File: src/rtl/mem_stage_pkg.sv
// Shared types for the memory pipeline stage: size codes, FSM states, X/M record.
// Optional misaligned-access trap is enabled by MEM_STAGE_MISALIGN_TRAP_EN in mem_stage.
package mem_stage_pkg;

    localparam int NUM_LANES = 4;
    localparam int LANE_W    = 8;
    localparam int DATA_W    = NUM_LANES * LANE_W;

    typedef enum logic [1:0] {
        SZ_WORD = 2'b00,
        SZ_HALF = 2'b01,
        SZ_BYTE = 2'b10
    } size_e;

    typedef enum logic [1:0] {
        IDLE   = 2'd0,
        ACCESS = 2'd1,
        WAIT   = 2'd2
    } state_e;

    // pend marks an op that still has to reach M/W
    typedef struct packed {
        logic              pend;
        logic              load;
        logic              store;
        size_e             size;
        logic              uns;
        logic              dest;
        logic [4:0]        rd;
        logic [DATA_W-1:0] result;
    } xm_t;

    function automatic logic misaligned(input size_e sz, input logic [1:0] off);
        return ((sz == SZ_WORD) && (off != 2'b00)) || ((sz == SZ_HALF) && off[0]);
    endfunction

endpackage

File: src/rtl/mem_align.sv
// Sub-word lane logic: byte enables, store replication, load extract and extend.
// Lane 0 is the most significant byte (big-endian); be[3] enables lane 0.
module mem_align
    import mem_stage_pkg::*;
(
    input  size_e                 size,
    input  logic [1:0]            offset,
    input  logic                  uns,
    input  logic [DATA_W-1:0]     store_data,
    input  logic [DATA_W-1:0]     rdata,
    output logic [DATA_W-1:0]     wdata,
    output logic [DATA_W-1:0]     load_data,
    output logic [NUM_LANES-1:0]  be
);

    logic [NUM_LANES-1:0][LANE_W-1:0] rd_lanes;
    logic [LANE_W-1:0]                byte_sel;
    logic [2*LANE_W-1:0]              half_sel;

    assign rd_lanes = rdata;
    assign byte_sel = rd_lanes[2'd3 - offset];
    assign half_sel = offset[1] ? rdata[15:0] : rdata[31:16];

    // packed index j holds big-endian lane K
    for (genvar j = 0; j < NUM_LANES; j++) begin : g_be
        localparam logic [1:0] K = 2'(NUM_LANES - 1 - j);
        assign be[j] = (size == SZ_BYTE) ? (offset == K) :
                       (size == SZ_HALF) ? (K[1] == offset[1]) : 1'b1;
    end

    always_comb begin
        wdata     = store_data;
        load_data = rdata;
        case (size)
            SZ_BYTE: begin
                wdata     = {NUM_LANES{store_data[7:0]}};
                load_data = {{24{~uns & byte_sel[7]}}, byte_sel};
            end
            SZ_HALF: begin
                wdata     = {2{store_data[15:0]}};
                load_data = {{16{~uns & half_sel[15]}}, half_sel};
            end
            default: begin
                wdata     = store_data;
                load_data = rdata;
            end
        endcase
    end

endmodule

File: src/rtl/mem_stage.sv
// Memory stage: X/M capture, one data access per load/store, M/W register and upstream stall.
// Define MEM_STAGE_MISALIGN_TRAP_EN to trap misaligned word/half accesses instead of masking.
module mem_stage
    import mem_stage_pkg::*;
#(
    parameter int                ADDR_W        = 32,
    parameter logic [ADDR_W-1:0] START_ADDRESS = 32'h80020000
) (
    input  logic              clock,
    input  logic              resetn,
    input  logic              ex_valid,
    input  logic [ADDR_W-1:0] ex_result,
    input  logic [ADDR_W-1:0] ex_store_data,
    input  logic              ex_load,
    input  logic              ex_store,
    input  logic [1:0]        ex_size,
    input  logic              ex_unsigned,
    input  logic              ex_dest,
    input  logic [4:0]        ex_rd,
    output logic              mem_req,
    output logic              mem_wren,
    output logic [ADDR_W-1:0] mem_addr,
    output logic [ADDR_W-1:0] mem_wdata,
    output logic [3:0]        mem_be,
    input  logic [ADDR_W-1:0] mem_rdata,
    input  logic              mem_busy,
    output logic              stall_out,
    output logic [4:0]        xm_rd,
    output logic              xm_dest,
    output logic [ADDR_W-1:0] xm_value,
    output logic              wb_valid,
    output logic              wb_dest,
    output logic [4:0]        wb_rd,
    output logic [ADDR_W-1:0] wb_data,
    output logic              mem_fault
);

    state_e            state;
    xm_t               xm;
    logic              wb_load;
    logic              fault_ex;
    logic              idle;
    logic              fwd;
    size_e             ex_sz;
    size_e             al_size;
    logic [1:0]        al_off;
    logic              al_uns;
    logic [ADDR_W-1:0] st_src;
    logic [ADDR_W-1:0] al_wdata;
    logic [ADDR_W-1:0] al_load;
    logic [3:0]        al_be;

    assign idle  = (state == IDLE);
    assign ex_sz = size_e'(ex_size);

    // For stores ex_rd carries the rt index; a load that just reached M/W overrides the stale rt value
    assign fwd    = ex_store && wb_valid && wb_load && (ex_rd == wb_rd);
    assign st_src = fwd ? wb_data : ex_store_data;

    // One aligner: request side uses the incoming op in IDLE, load side uses X/M during the access
    assign al_size = idle ? ex_sz            : xm.size;
    assign al_off  = idle ? ex_result[1:0]   : xm.result[1:0];
    assign al_uns  = idle ? ex_unsigned      : xm.uns;

    mem_align u_align (
        .size       (al_size),
        .offset     (al_off),
        .uns        (al_uns),
        .store_data (st_src),
        .rdata      (mem_rdata),
        .wdata      (al_wdata),
        .load_data  (al_load),
        .be         (al_be)
    );

    assign stall_out = !idle || (xm.pend && (xm.load || xm.store));
    assign xm_rd     = xm.rd;
    assign xm_dest   = xm.pend && xm.dest && !xm.load && !xm.store;
    assign xm_value  = xm.result;

`ifdef MEM_STAGE_MISALIGN_TRAP_EN
    logic fault_q;
    always_ff @(posedge clock or negedge resetn) begin
        if (!resetn) fault_q <= 1'b0;
        else         fault_q <= idle && stall_out;
    end
    assign mem_fault = fault_q;
    assign fault_ex  = misaligned(ex_sz, ex_result[1:0]);
`else
    assign mem_fault = 1'b0;
    assign fault_ex  = 1'b0;
`endif

    always_ff @(posedge clock or negedge resetn) begin
        if (!resetn) begin
            state     <= IDLE;
            xm        <= '0;
            mem_req   <= 1'b0;
            mem_wren  <= 1'b0;
            mem_addr  <= START_ADDRESS;
            mem_wdata <= '0;
            mem_be    <= '0;
            wb_valid  <= 1'b0;
            wb_dest   <= 1'b0;
            wb_rd     <= '0;
            wb_data   <= '0;
            wb_load   <= 1'b0;
        end else begin
            mem_req <= 1'b0;
            case (state)
                IDLE: begin
                    if (stall_out) begin
                        // only a trapped misaligned op can sit here; retire it without a write
                        wb_valid <= 1'b1;
                        wb_dest  <= 1'b0;
                        wb_rd    <= xm.rd;
                        wb_data  <= xm.result;
                        wb_load  <= 1'b0;
                        xm.pend  <= 1'b0;
                    end else begin
                        wb_valid <= xm.pend;
                        wb_dest  <= xm.pend && xm.dest;
                        wb_rd    <= xm.rd;
                        wb_data  <= xm.result;
                        wb_load  <= 1'b0;
                        xm <= '{pend: ex_valid, load: ex_load, store: ex_store, size: ex_sz,
                                uns: ex_unsigned, dest: ex_dest, rd: ex_rd, result: ex_result};
                        if (ex_valid && (ex_load || ex_store) && !fault_ex) begin
                            state     <= ACCESS;
                            mem_req   <= 1'b1;
                            mem_wren  <= ex_store;
                            mem_addr  <= {ex_result[ADDR_W-1:2], 2'b00};
                            mem_wdata <= al_wdata;
                            mem_be    <= al_be;
                        end
                    end
                end
                ACCESS, WAIT: begin
                    if (!mem_busy) begin
                        state    <= IDLE;
                        wb_valid <= 1'b1;
                        wb_dest  <= xm.load && xm.dest;
                        wb_rd    <= xm.rd;
                        wb_data  <= xm.load ? al_load : xm.result;
                        wb_load  <= xm.load;
                        xm.pend  <= 1'b0;
                    end else begin
                        state    <= WAIT;
                        wb_valid <= 1'b0;
                        wb_dest  <= 1'b0;
                        wb_load  <= 1'b0;
                    end
                end
                default: state <= IDLE;
            endcase
        end
    end

endmodule

File: config.mk
export PLATFORM = sky130hd
export DESIGN_NAME = mem_stage
export DESIGN_NICKNAME = d
export VERILOG_FILES = /design/src/rtl/mem_stage_pkg.sv /design/src/rtl/mem_align.sv /design/src/rtl/mem_stage.sv
export SDC_FILE = /design/constraint.sdc
export NUM_CORES = 1
export LEC_CHECK = 0
export BUFFER_PORTS_ARGS = -buffer_cell sky130_fd_sc_hd__buf_2
export CAP_MARGIN = 20
export CORE_MARGIN = 2
export CORE_UTILIZATION = 50
export DETAILED_ROUTE_END_ITERATION = 8
export HOLD_SLACK_MARGIN = 0.03
export PLACE_DENSITY_LB_ADDON = 0.3
export SKIP_LAST_GASP = 1
export SLEW_MARGIN = 15
export SYNTH_ARGS = -nofsm -noshare
export SYNTH_HDL_FRONTEND = slang
export SYNTH_SLANG_ARGS = --single-unit
File: constraint.sdc
create_clock -name clock -period 4.07 [get_ports clock]
set_input_delay 1.221 -clock clock [delete_from_list [all_inputs] [get_ports clock]]
set_output_delay 1.221 -clock clock [all_outputs]
set_load 0.005 [all_outputs]
==> key figures <==
Die
  • Core box area: 15900 µm²
  • Initial Utilization: 0.510
  • DIE HEIGHT: 131 µm
  • Die Footprint: 17200 µm²
  • Die X: 131 µm
  • # IOs: 260
  • Row count: 46

STA
  • Setup TNS: 0 ps
  • Worst-Margin Slew: 945 ps
  • Final hold violations: 0
  • Rel. slew slack: 0.370
  • Setup Skew: 8.28 ps
  • Final-report max-slew violation count: 0
  • Period minus WS final: 3070 ps
  • Final setup violation count: 0
  • Unrepaired setup endpoints after global routing: false
  • Max Fclk: 326 MHz
  • Final Cycle Share: 0.754
  • Worst hold slack: 457 ps

Hold path
  • Hold crit path type: register to register
  • Worst Hold End: mem_addr[31]
  • Worst hold path stage count: 2
  • Hold_sp: mem_addr[31]

Pwr
  • VDD IR max: 0.415 mV
  • Power Density: 929 nW/µm²
  • Leak Pwr: 4.81 nW

Worst setup path
  • Worst reg2reg startpoint: state[0]
  • R2R depth: 9
  • CP Launch Type: input pin
  • Worst path arrival time: 3390 ps
  • Worst EP required: 4390 ps
  • CP Capture Type: register
  • CP max FO: 17
  • R2R Setup Slk: 1040 ps
  • Worst R2R End: wb_data[3]
  • WS Path Type: input pin to register

Clock network
  • Root Driver: clkbuf_16
  • CTS clk-pin slew, worst paths: 70 ps
  • TritonCTS clock tree: yes
  • Cells resized by post-CTS repair: 0
  • Clk buf depth: 2
  • CTS Hold Bufs: 0
  • Total clock buffers created by CTS: 17
  • Post-CTS setup buffers: 0
  • Worst-Skew Late Latency: 430 ps
  • CTS H-tree depth: 4
  • Clock sinks: 154

Finish
  • Nets: 1163
  • Non-Filler Instances: 1279
  • Finished Cell Area: 9970 µm²
  • Filler cells: 1371
  • Layout cell share with drive strength beyond 1: 0.367
  • P&R area growth vs syn: 23.0%

Place
  • GPL Wtd Cong: 0.900
  • Port bufs: 256
  • Post-DP HPWL: 18300 µm
  • Placed cell count: 1244
  • Area post-placement: 9360 µm²

Synth
  • Mapped Cells: 845
  • Async set or reset register ratio after synthesis: 1.00
  • EDFF count, synth: 0
  • Top cell type's share of synthesized area: 0.469
  • Syn_area_per_cell: 9.59 µm²
  • Yosys warns: 0
  • Synth top area cells: dfrtp_1, nand2_1, mux2_2
  • Syn Std Cell Area: 8110 µm²
  • Primary FF master, synth: dfrtp_1
  • Yosys top cell by area: dfrtp_1
  • Post-synthesis sequential area ratio: 0.476
  • Synth Register Bits: 154
  • Netlist cell types: 51

Global route
  • GRT overflow: 0
  • Initial antenna violation count: 10
  • Largest net degree at the start of global routing: 76
  • Gr usage total: 0.288
  • Global-route wire length before repair: 38600 µm
  • Vias in the first global route: 6910

Job
  • MaxCap Viol Count: 0

Drt
  • Vias: 7241
  • Drt total wl: 24800 µm
  • First-pass iteration count of the detailed router: 5
  • # DRC: 0
  • WL/cell: 19.4 µm
  • DRT iter0 DRCs: 735
  • Post-DR vias/cell: 5.66
  • Antenna Nets Post-Route: 0

Outcome
  • Status: finished clean
-- cells by family after synthesis --
| kind of cell | share of synthesized area |
|---|---|
| AOI/OAI and AO/OA | 0.180 |
| adders and majority gates | 0.00772 |
| and+or+nand+nor | 0.141 |
| xor gates and xnor gates | 0.00540 |
| DFF | 0.476 |
| buffers and inverters | 0.0820 |
| other | 0.000463 |
| muxes | 0.108 |
-- through the flow --
stage                     power, mW  setup WS [ps]   util
final                          9.27           1000  0.628
after global routing           9.90            891  0.628
after CTS                      9.24           1080  0.627
after detailed placement       7.60            621  0.589
after global placement         7.51            651  0.589
after floorplan                6.01            801      -
-- cells in the mapped netlist, types with 2 or more instances --
cell type	count
buf_6	3
dfrtp_1	152
a21o_1	2
o21ai_0	72
xnor2_1	2
mux2i_2	2
nand2_1	184
xor2_1	3
a221oi_2	10
or3_1	2
nand3_1	12
ha_1	5
o22ai_1	8
nand2b_1	7
o31ai_1	17
a221o_1	8
nor3_1	9
buf_4	42
buf_1	2
o311a_1	16
dfstp_2	2
o221ai_1	8
clkbuf_1	51
mux2i_1	24
a22o_1	7
a21oi_1	18
inv_1	27
mux2_2	52
buf_2	3
a221oi_1	23
nor2_1	51
nand3b_1	2
-- critical path: stages --
cell and delay [ps]:
buf_2 110, mux2_2 280, ha_1 450, buf_4 260
nor2_1 470, a22o_1 210, a221oi_1 70, a221oi_1 310
-- cell type report --
cell class	instances	area, µm²	area share
diodes	3	7.51	0.000753
clock buffers	20	467	0.0468
clock inverters	12	140	0.0141
inverters	27	101	0.0102
multi-input cells	565	3610	0.362
flip-flops and latches	154	3860	0.387
well taps	216	270	0.0271
repair buffers	282	1520	0.152
-- worst max path at each step --
| stage | startpoint | slack (ps) | depth (start not counted) | endpoint |
|---|---|---|---|---|
| floorplan | ex_size[0] | 800 | 10 | wb_data[21] |
| global placement | ex_size[1] | 650 | 8 | wb_data[31] |
| detailed placement | ex_size[1] | 620 | 8 | wb_data[3] |
| CTS | ex_size[1] | 1080 | 8 | wb_data[3] |
| global route | ex_size[1] | 890 | 8 | wb_data[3] |
| finish | ex_size[1] | 1000 | 8 | wb_data[3] |
-- per-layer routing --
layer | part of all wire | wire length (µm) | vias to the layer above | track usage
li1 | - | - | 3347 | -
met1 | 0.43 | 10600 | 3460 | 0.393
met2 | 0.45 | 11200 | 372 | 0.442
met3 | 0.093 | 2300 | 52 | 0.0818
met4 | 0.023 | 560 | 10 | 0.0984
met5 | 0.0021 | 53 | - | 0
-- report_power, final --
group          total [mW]  internal, mW  switching [mW]
Sequential           2.94          2.31           0.627
Clock                1.62         0.957           0.664
Combinational        4.71          2.05            2.66
Total                9.27          5.32            3.95
-- sequential cells by signal (all words and copies together) (netlist names), 2 cells and up --
| name | flops |
|---|---|
| mem_wdata | 32 |
| wb_data | 32 |
| xm_value | 32 |
| mem_addr | 30 |
| xm | 7 |
| wb_rd | 5 |
| xm_rd | 5 |
| mem_be | 4 |
| state | 2 |
-- placed cells by master (no fill, tap or decap), types with 2 or more instances in the layout --
cell type | Yosys | layout
buf_2 | 3 | 255
nand2_1 | 184 | 183
dfrtp_1 | 152 | 152
o21ai_0 | 72 | 72
mux2_2 | 52 | 52
nor2_1 | 51 | 51
inv_1 | 27 | 27
mux2i_1 | 24 | 24
a221oi_1 | 23 | 23
buf_4 | 42 | 23
o31ai_1 | 17 | 17
a21oi_1 | 18 | 17
clkbuf_16 | 0 | 17
o311a_1 | 16 | 16
nand3_1 | 12 | 12
a221oi_2 | 10 | 10
nor3_1 | 9 | 9
a221o_1 | 8 | 8
o22ai_1 | 8 | 8
o221ai_1 | 8 | 8
a22o_1 | 7 | 7
nand2b_1 | 7 | 7
clkinvlp_4 | 0 | 6
ha_1 | 5 | 5
diode_2 | 0 | 3
xor2_1 | 3 | 3
conb_1 | 1 | 3
clkbuf_8 | 0 | 3
buf_12 | 0 | 3
xnor2_1 | 2 | 2
or3_1 | 2 | 2
mux2i_2 | 2 | 2
a21o_1 | 2 | 2
nand3b_1 | 2 | 2
clkinv_4 | 0 | 2
bufinv_16 | 0 | 2
inv_6 | 0 | 2
dfstp_2 | 2 | 2
Note: power is estimated with default switching activity, not from simulation.
